$ cat config.mk
export PLATFORM = sky130hd
export DESIGN_NAME = counter_binary_down_reload
export DESIGN_NICKNAME = d
export VERILOG_FILES = /design/src/rtl/counter_binary_down_reload.sv
export SDC_FILE = /design/constraint.sdc
export NUM_CORES = 1
export LEC_CHECK = 0
export ABC_AREA = 1
export BUFFER_PORTS_ARGS = -buffer_cell sky130_fd_sc_hd__buf_2
export CORE_MARGIN = 2
export CORE_UTILIZATION = 31
export CTS_BUF_LIST = sky130_fd_sc_hd__clkbuf_8
export DETAILED_ROUTE_END_ITERATION = 8
export GPL_TIMING_DRIVEN = 1
export HOLD_SLACK_MARGIN = 0.15
export PLACE_DENSITY = 0.51
export REMOVE_ABC_BUFFERS = 1
export SLEW_MARGIN = 20
export SYNTH_ARGS = -nofsm -noshare
export SYNTH_HDL_FRONTEND = slang
export SYNTH_SLANG_ARGS = --single-unit
$ cat constraint.sdc
create_clock -name clk -period 1.8 [get_ports clk]
set_clock_uncertainty 0.2 [all_clocks]
set_input_delay 0.09 -clock clk [delete_from_list [all_inputs] [get_ports clk]]
set_output_delay 0.09 -clock clk [all_outputs]
set_load 0.02 [all_outputs]
$ cat src/rtl/counter_binary_down_reload.sv
// counter_binary_down_reload
// Loadable binary down-counter / interval timer. A programmed value is counted
// down to zero on enabled edges; the edge after zero pulses `borrow` for one
// cycle. A small IDLE/RUN/DONE FSM gates counting.
//
// Optional feature macro: COUNTER_DOWN_AUTO_RELOAD_EN
//   undefined (default): one-shot; underflow parks the counter at 0 in DONE.
//   defined            : periodic; underflow reloads from reload_reg and stays
//                        in RUN, so DONE is never entered.
module counter_binary_down_reload #(
  parameter int NBITS = 4
) (
  input  logic             clk,
  input  logic             reset,
  input  logic             enable,
  input  logic             load,
  input  logic [NBITS-1:0] load_value,
  input  logic             start,
  output logic [NBITS-1:0] counter,
  output logic             borrow,
  output logic             busy,
  output logic             done
);

  typedef enum logic [1:0] {
    IDLE = 2'd0,
    RUN  = 2'd1,
    DONE = 2'd2
  } state_t;

  state_t           state, state_next;
  logic [NBITS-1:0] reload_reg, reload_next;
  logic [NBITS-1:0] counter_next;
  logic             borrow_next;

  // Register all state; reset clears everything immediately, even mid-count.
  always_ff @(posedge clk or posedge reset) begin
    // NOTE: sequential state uses non-blocking (<=) so every register samples
    // the pre-edge values; blocking here would create order-dependent races.
    if (reset) begin
      state      <= IDLE;
      counter    <= '0;
      reload_reg <= '0;
      borrow     <= 1'b0;
    end else begin
      state      <= state_next;
      counter    <= counter_next;
      reload_reg <= reload_next;
      borrow     <= borrow_next;
    end
  end

  // Next-state and datapath decode; priority is load > start > count.
  always_comb begin
    // NOTE: every output of this block gets a default first, so no path can
    // leave a signal unassigned and infer a latch.
    state_next   = state;
    counter_next = counter;
    reload_next  = reload_reg;
    borrow_next  = 1'b0;

    if (load) begin
      // Load wins in any state and silently swallows a simultaneous start.
      reload_next  = load_value;
      counter_next = load_value;
      state_next   = IDLE;
    end else begin
      unique case (state)
        IDLE: begin
          // Counter keeps the loaded value; the first enabled RUN edge counts.
          if (start) state_next = RUN;
        end

        RUN: begin
          // start is ignored here: no restart while running.
          if (enable) begin
            if (counter != '0) begin
              counter_next = counter - NBITS'(1);
            end else begin
              // Zero is handled explicitly, so the subtraction never wraps.
              borrow_next = 1'b1;
`ifdef COUNTER_DOWN_AUTO_RELOAD_EN
              counter_next = reload_reg;
`else
              counter_next = '0;
              state_next   = DONE;
`endif
            end
          end
        end

        DONE: begin
          if (start) begin
            counter_next = reload_reg;
            state_next   = RUN;
          end
        end

        default: begin
          state_next   = IDLE;
          counter_next = '0;
        end
      endcase
    end
  end

  // Status flags decoded purely from the state register.
  always_comb begin
    busy = (state == RUN);
    done = (state == DONE);
  end

endmodule
After elaboration in Yosys (flattened, before gate mapping)
Cells that the tools add are included.
{ "word_totals": {"rom_bits": 0, "output_inout_bits": 7, "elab_cells": 31, "memories": 0, "ff_bits": 11, "mem_bits_rw": 0, "latch_bits": 0} }
{ "classes": {"eq_ne": 7, "div": 0, "n_shift": 0, "bitwise_logic": 0, "n_mux": 14, "add_sub_neg": 1, "n_reduce_logical": 5, "order_cmp": 0, "multipliers": 0} }
{ "ops": {"columns": ["cell", "n"], "rows": [
  ["two-way mux 4 bit", 4],
  ["one-hot mux 4 bit (3 select lines)", 1],
  ["inequality test 3 bit, second input constant", 3],
  ["two-way mux 2 bit", 4],
  ["AND reduction 3 bit", 2],
  ["two-way mux 1 bit", 4],
  ["one-hot mux 2 bit (2 select lines)", 1],
  ["nonzero test 4 bit", 1],
  ["subtractor 4 x 1 -> 4 bit, second input constant", 1],
  ["inequality test 3 x 1 -> 1 bit, second input constant", 1],
  ["equality test 2 x 1 -> 1 bit, second input constant", 1],
  ["equality test 2 bit, second input constant", 1],
  ["logical NOT 2 bit", 1],
  ["inequality test 2 bit, second input constant", 1],
  ["OR reduction 2 bit", 1]
]} }

Depth between registers and ports, before layout
Gate-level depths: netlist (run 1).
{ "logic_depth": {"word_depth": 5, "ltp_mapped": 8, "depth_no_buf": 8} }

Least setup slack after synthesis (run 1)
OpenSTA, ideal clock, no wires.
{ "synth_path": {"path_kind": "reg-to-reg", "from": "register state[1]", "to": "register counter[0]", "synth_period_minus_slack_ns": 1.594, "setup_time_ns": 0.125, "t_arrival_ns": 1.269, "path_slack_ns": 0.206, "path_stages_with_launch": 8, "path_cell_list": "dfrtp_1 inv_1 ha_1 nand2_2 nand3b_4 nor2_2 nand2_1 nand3_1"} }
{ "synth_via": {"elab_chain_len": 3} }
{ "synth_lines": {"columns": ["element", "line", "rtl"], "rows": [
  ["start: declaration", "31", "state_t state, state_next;"],
  ["start signal: assignment", "46", "state <= state_next;"],
  ["equality test 2 x 1 -> 1 bit (*)", null, null],
  ["net busy", "21", "output logic busy,"],
  ["inequality test 3 bit (no source line) / one-hot mux 4 bit (3 select lines) (equally long branches)", null, null],
  ["AND reduction 3 bit (no source line) / two-way mux 4 bit (equally long branches)", null, null],
  ["end signal: assignment", "47", "counter <= counter_next;"],
  ["end: declaration", "19", "output logic [NBITS-1:0] counter,"]
]} }
Mark *: on every way through the listed nets, which the timed path passes. The rest lies on a longest branch.
A chain may end at the register's enable or synchronous reset.

Worst setup path in the final report (run 1)
{ "layout_path": {"from": "input port load", "to": "register counter[1]"} }
{ "layout_via": {"elab_chain_len": 2} }
{ "layout_lines": {"columns": ["element", "line", "rtl"], "rows": [
  ["start: declaration", "16", "input logic load,"],
  ["inequality test 3 bit (no source line) / inequality test 2 bit (equally long branches)", null, null],
  ["AND reduction 3 bit (no source line)", null, null]
]} }
Parallel ways exist; a longest one is shown, timed or not.

==> results of run 1 <==
-- critical path: stages --
cell and delay (ns):
dlygate4sd3_1 0.53, buf_2 0.19, nand2_1 0.07, dlygate4sd3_1 0.57, nand2_1 0.06, inv_1 0.04, nand2_1 0.04
-- metal layers --
metal	GRT usage	wire [um]	part of all wire
met2	0.223	727	0.47
met3	0.0351	63	0.041
met4	0.105	51	0.033
met5	0	0	0
met1	0.158	705	0.46
-- worst paths after layout --
kind | startpoint | to | slack, ns | cells past startpoint
worst max-delay path | load | counter[1]$_DFFE_PP0P_ | 0.13 | 7
worst min-delay path | reset | state[1]$_DFFE_PP0P_ | 0.18 | 3
worst max register to register | state[1]$_DFFE_PP0P_ | counter[0]$_DFFE_PP0P_ | 0.21 | 7
worst min register to register | reload_reg[0]$_DFFE_PP0P_ | reload_reg[0]$_DFFE_PP0P_ | 0.28 | 2
max in group asynchronous | reset | counter[1]$_DFFE_PP0P_ | 0.92 | 3
min in group clk | reload_reg[0]$_DFFE_PP0P_ | reload_reg[0]$_DFFE_PP0P_ | 0.28 | 2
-- through the flow --
step                      area [um^2]  worst slack (ns)   util  total power, uW  hold slack, ns
after global placement            787             0.211  0.363              537         -0.0801
after global routing              952            0.0655  0.439              856           0.254
after detailed placement          787             0.203  0.363              535         -0.0836
after CTS                         952             0.148  0.439              808           0.199
after floorplan                   677             0.206      -              472          -0.258
final                             952             0.134  0.439              801           0.177
-- cell families after synthesis --
family / Yosys count
AOI/OAI and AO/OA: 3
adders and majority gates: 4
buffers and inverters: 14
DFF: 11
and+or+nand+nor: 63
-- power breakdown --
part	switching [uW]	internal [uW]	leakage [uW]
Combinational	142	99.3	0.000353
Sequential	31.2	275	0.000139
Clock	103	151	0.0000269
Total	276	525	0.000518
-- cell type report --
type,instances,area (um^2),share of cell area
well taps,28,35.0,0.0368
clock buffers,3,41.3,0.0434
inverters,12,45.0,0.0473
clock inverters,1,3.75,0.00394
flip-flops and latches,11,275,0.289
repair buffers,27,195,0.205
multi-input cells,70,357,0.375
-- cell usage after synthesis, types with 2 or more instances --
cell,count,share of area
nand4_1,2,0.018
nand3_1,9,0.065
nor2_1,3,0.016
ha_1,4,0.072
nand3_2,2,0.029
nor2_2,2,0.018
dfrtp_1,11,0.40
inv_2,2,0.011
inv_1,10,0.054
nand2_1,42,0.23
o21ai_0,2,0.014
-- what timing repair did --
| item | in CTS | in global routing |
|---|---|---|
| resized for setup | 0 | 0 |
| hold endpoints to repair | 22 | 0 |
| hold buffers | 12 | 0 |
-- cells in the final DEF, fill, tap and decap left out --
master,n
ha_1,4
nand3_2,2
inv_1,11
o21ai_0,2
dlygate4sd3_1,12
nand4_1,2
nand3b_4,1
nand3_1,9
nand2_1,42
buf_2,15
dfrtp_1,11
clkbuf_8,3
nor2_2,2
nor2_1,3
a21oi_1,1
nor4_1,1
nand2_2,1
inv_2,2
==> impl_metrics.env, run 1 <==
export IMPL_hp_class="primary input to async pin"
export IMPL_ios=16
export IMPL_grt_total_usage=0.139
export IMPL_core_um2=2170
export IMPL_synth_xor_area_share=0
export IMPL_powerDensity_nw_per_um2=841
export IMPL_antenna_found_initial=0
export IMPL_grt_overflow=0
export IMPL_critical_path_required_ns=1.73
export IMPL_period_share=0.926
export IMPL_place_gp_congestion=0.788
export IMPL_synth_distinct_cells=17
export IMPL_ys_warn_count=0
export IMPL_cts_max_path_buffers=2
export IMPL_cp_max_fo=8
export IMPL_vias=667
export IMPL_irDropWorstVdd_v=0.000404
export IMPL_grt_pass1_wl_mm=2.59
export IMPL_synthAdderAreaFrac=0.0722
export IMPL_via_per_inst=4.39
export IMPL_dp_hpwl_mm=1.15
export IMPL_drtIter0Drc=9
export IMPL_end_kind="flip-flop"
export IMPL_outcome="finished clean"
export IMPL_hold_violations=0
export IMPL_cap_violations=0
export IMPL_synth_top_family_by_area="simple AND/OR/NAND/NOR gates"
export IMPL_rsz0062_at_grt="no"
export IMPL_tns_ns=0
export IMPL_die_h_um=51.3
export IMPL_h_tree_depth=1
export IMPL_place_inst=136
export IMPL_firstDrtPassIters=4
export IMPL_synth_simple_area_share=0.421
export IMPL_postRouteAntennaNets=0
export IMPL_antenna_cells=0
export IMPL_ys_seq_area_frac=0.397
export IMPL_chipWidth_um=51.3
export IMPL_start_kind="primary input"
export IMPL_p_leak_uw=0.000518
export IMPL_synth_avg_cell_area_um2=7.30
export IMPL_syn_inst=95
export IMPL_cts_sinks=11
export IMPL_cts_buffers=3
export IMPL_initial_core_util=0.319
export IMPL_worstSetupPathType="primary input to flip-flop"
export IMPL_synth_compound_area_share=0.0217
export IMPL_synthArstFlopShare=1.00
export IMPL_drc_errors=0
export IMPL_setup_viol=0
export IMPL_rows=17
export IMPL_synthesis_area_um2=693
export IMPL_area_delta_synth_final_pct=37.4
export IMPL_grt_max_degree=12
export IMPL_layout_nets=138
export IMPL_worst_pin_slew_ns=0.430
export IMPL_grt_pass1_vias=606
export IMPL_yosys_most_used_dff="dfrtp_1"
export IMPL_synth_area_mux_share=0
export IMPL_synth_edf_count=0
export IMPL_post_cts_buffers=0
export IMPL_cts_tree="yes"
export IMPL_drive_gt1_frac=0.210
export IMPL_routed_wl_mm=1.55
export IMPL_clock_tree_root_cell="clkbuf_8"
export IMPL_ys_seq_elements=11
export IMPL_wl_per_cell_um=10.2
export IMPL_period_minus_slack_ns=1.67
export IMPL_relSlewSlack=0.713
export IMPL_port_buffers=15
export IMPL_critPathArrivalTime_ns=1.60
export IMPL_clkTransAtPathRegs_ns=0.05
export IMPL_dieArea_um2=2630
export IMPL_fmax_mhz=600
export IMPL_fillerInstances=234
export IMPL_clock_latency_ns=0.24
export IMPL_finalMaxSlewViolations=0
export IMPL_layout_cells_non_filler=152
No activity file was read; power rests on OpenSTA's default activity.
==> run 2: changes to the inputs <==
Settings changed: REMOVE_ABC_BUFFERS 1 to default.
==> run 2 against run 1 <==
  * Critical path depth unchanged
  * Worst hold slack gained 0.015 ns
  * Clock power shrank 3%
  * Highest routed layer unchanged
  * Power about the same
  * Fmax decreased by 0.46%
  * Sequential cell count stayed put
  * Critical endpoint unchanged
  * Critical path type unchanged
  * Register-to-register slack hardly changed
  * Wire length grew 5.0%
  * Largest power group unchanged
  * Non-clock buffer count up 1
  * Final cell count up 0.66%
==> impl_metrics.env, run 2 (synthesized netlist as in run 1, its figures left out) <==
export IMPL_clock_latency_ns=0.24
export IMPL_rows=17
export IMPL_grt_pass1_wl_mm=2.97
export IMPL_fmax_mhz=597
export IMPL_final_util=0.442
export IMPL_ctsHoldBuffers=12
export IMPL_mostFrequentLayoutCell="nand2_1"
export IMPL_crit_chain="dlygate4sd3_1 > buf_2 > nand2_1 > dlygate4sd3_1 > nand2_1 > inv_1 > nand2_1"
export IMPL_worst_pin_slew_ns=0.441
export IMPL_clock_tree_root_cell="clkbuf_8"
export IMPL_period_minus_slack_ns=1.67
export IMPL_r2r_slack_ns=0.20
export IMPL_cts_sinks=11
export IMPL_powerDensity_nw_per_um2=835
export IMPL_cts_tree="yes"
export IMPL_layout_nets=139
export IMPL_irDropWorstVdd_v=0.000683
export IMPL_h_tree_depth=1
export IMPL_place_gp_congestion=0.815
export IMPL_postRouteAntennaNets=0
export IMPL_area_delta_synth_final_pct=38.4
export IMPL_firstDrtPassIters=4
export IMPL_dieArea_um2=2630
export IMPL_crit_top_cell="nand2_1"
export IMPL_post_cts_resized=0
export IMPL_die_h_um=51.3
export IMPL_power_total_uw=801
export IMPL_grt_total_usage=0.150
export IMPL_worstSetupPathType="primary input to flip-flop"
export IMPL_antenna_found_initial=0
export IMPL_cts_max_path_buffers=2
export IMPL_wl_met3_um=51
export IMPL_finalMaxSlewViolations=0
export IMPL_drive_gt1_frac=0.216
export IMPL_p_leak_uw=0.000524
export IMPL_dp_slack_ns=0.203
export IMPL_drtIter0Drc=2
export IMPL_end_kind="flip-flop"
export IMPL_critical_path_required_ns=1.73
export IMPL_rsz0062_at_grt="no"
export IMPL_wl_met1_um=831
export IMPL_initial_core_util=0.319
export IMPL_dp_hpwl_mm=1.17
export IMPL_port_buffers=15
export IMPL_critPathMaxStageDelay_ns=0.57
export IMPL_fillerInstances=238
export IMPL_outcome="finished clean"
export IMPL_start_kind="primary input"
export IMPL_post_cts_buffers=0
export IMPL_grt_overflow=0
export IMPL_top_layer="met4"
export IMPL_wl_per_cell_um=10.6
export IMPL_clkTransAtPathRegs_ns=0.05
export IMPL_setup_viol=0
export IMPL_chipWidth_um=51.3
export IMPL_grt_max_degree=12
export IMPL_relSlewSlack=0.705
export IMPL_grt_pass1_vias=682
export IMPL_seq_area_um2=275
export IMPL_period_share=0.930
export IMPL_syn_nets=108
export IMPL_vias=679
export IMPL_slowest_stage="dlygate4sd3_1"
export IMPL_hold_violations=0
export IMPL_core_um2=2170
export IMPL_finalWorstSetupSlack_ns=0.126
export IMPL_critPathArrivalTime_ns=1.60
export IMPL_cp_max_fo=8
export IMPL_wl_met2_um=726
export IMPL_cts_buffers=3
export IMPL_hp_class="primary input to async pin"
export IMPL_final_cell_mix="42 x nand2_1, 15 x buf_2, 12 x dlygate4sd3_1"
export IMPL_antenna_cells=0
export IMPL_drc_errors=0
export IMPL_routed_wl_mm=1.63
export IMPL_tns_ns=0
export IMPL_via_per_inst=4.44
export IMPL_ios=16
export IMPL_multi_input_area_um2=357
export IMPL_cap_violations=0
## run 2: worst paths after layout
check / from / endpoint / depth (start not counted)
max in group asynchronous: reset / borrow$_DFF_PP0_ / 3
worst min-delay path: reset / state[1]$_DFFE_PP0P_ / 3
worst max-delay path: load / counter[1]$_DFFE_PP0P_ / 7
worst min register to register: reload_reg[3]$_DFFE_PP0P_ / reload_reg[3]$_DFFE_PP0P_ / 2
worst max register to register: state[1]$_DFFE_PP0P_ / counter[0]$_DFFE_PP0P_ / 7
min in group clk: reload_reg[3]$_DFFE_PP0P_ / reload_reg[3]$_DFFE_PP0P_ / 2
## run 2: report_power, final
part	switching, uW	internal (uW)	total (uW)
Sequential	30.9	275	306
Clock	96.3	150	246
Combinational	147	102	249
Total	274	528	801
## run 2: metal layers
layer  vias to the layer above  track usage
li1                        357            -
met1                       306        0.191
met2                        14        0.255
met3                         2       0.0439
met4                         0       0.0263
met5                         -            0
## run 2: per-stage QoR
step | hold slack [ns] | area (um^2) | cells
floorplan | -0.258 | 693 | 95
global placement | -0.0850 | 795 | 137
detailed placement | -0.0768 | 795 | 137
CTS | 0.221 | 960 | 153
global route | 0.264 | 960 | 153
finish | 0.192 | 960 | 153
## run 2: worst max-delay path: cells and delay by family
family                 cells  cell delay (ns)
and+or+nand+nor            3             0.17
buffers and inverters      4             1.34
## run 2: cell type report
class,count,area share
timing repair buffer,28,0.211
sequential,11,0.287
clock buffer,3,0.0430
inverter,12,0.0469
multi-input combinational,70,0.372
tap,28,0.0365
clock inverter,1,0.00391
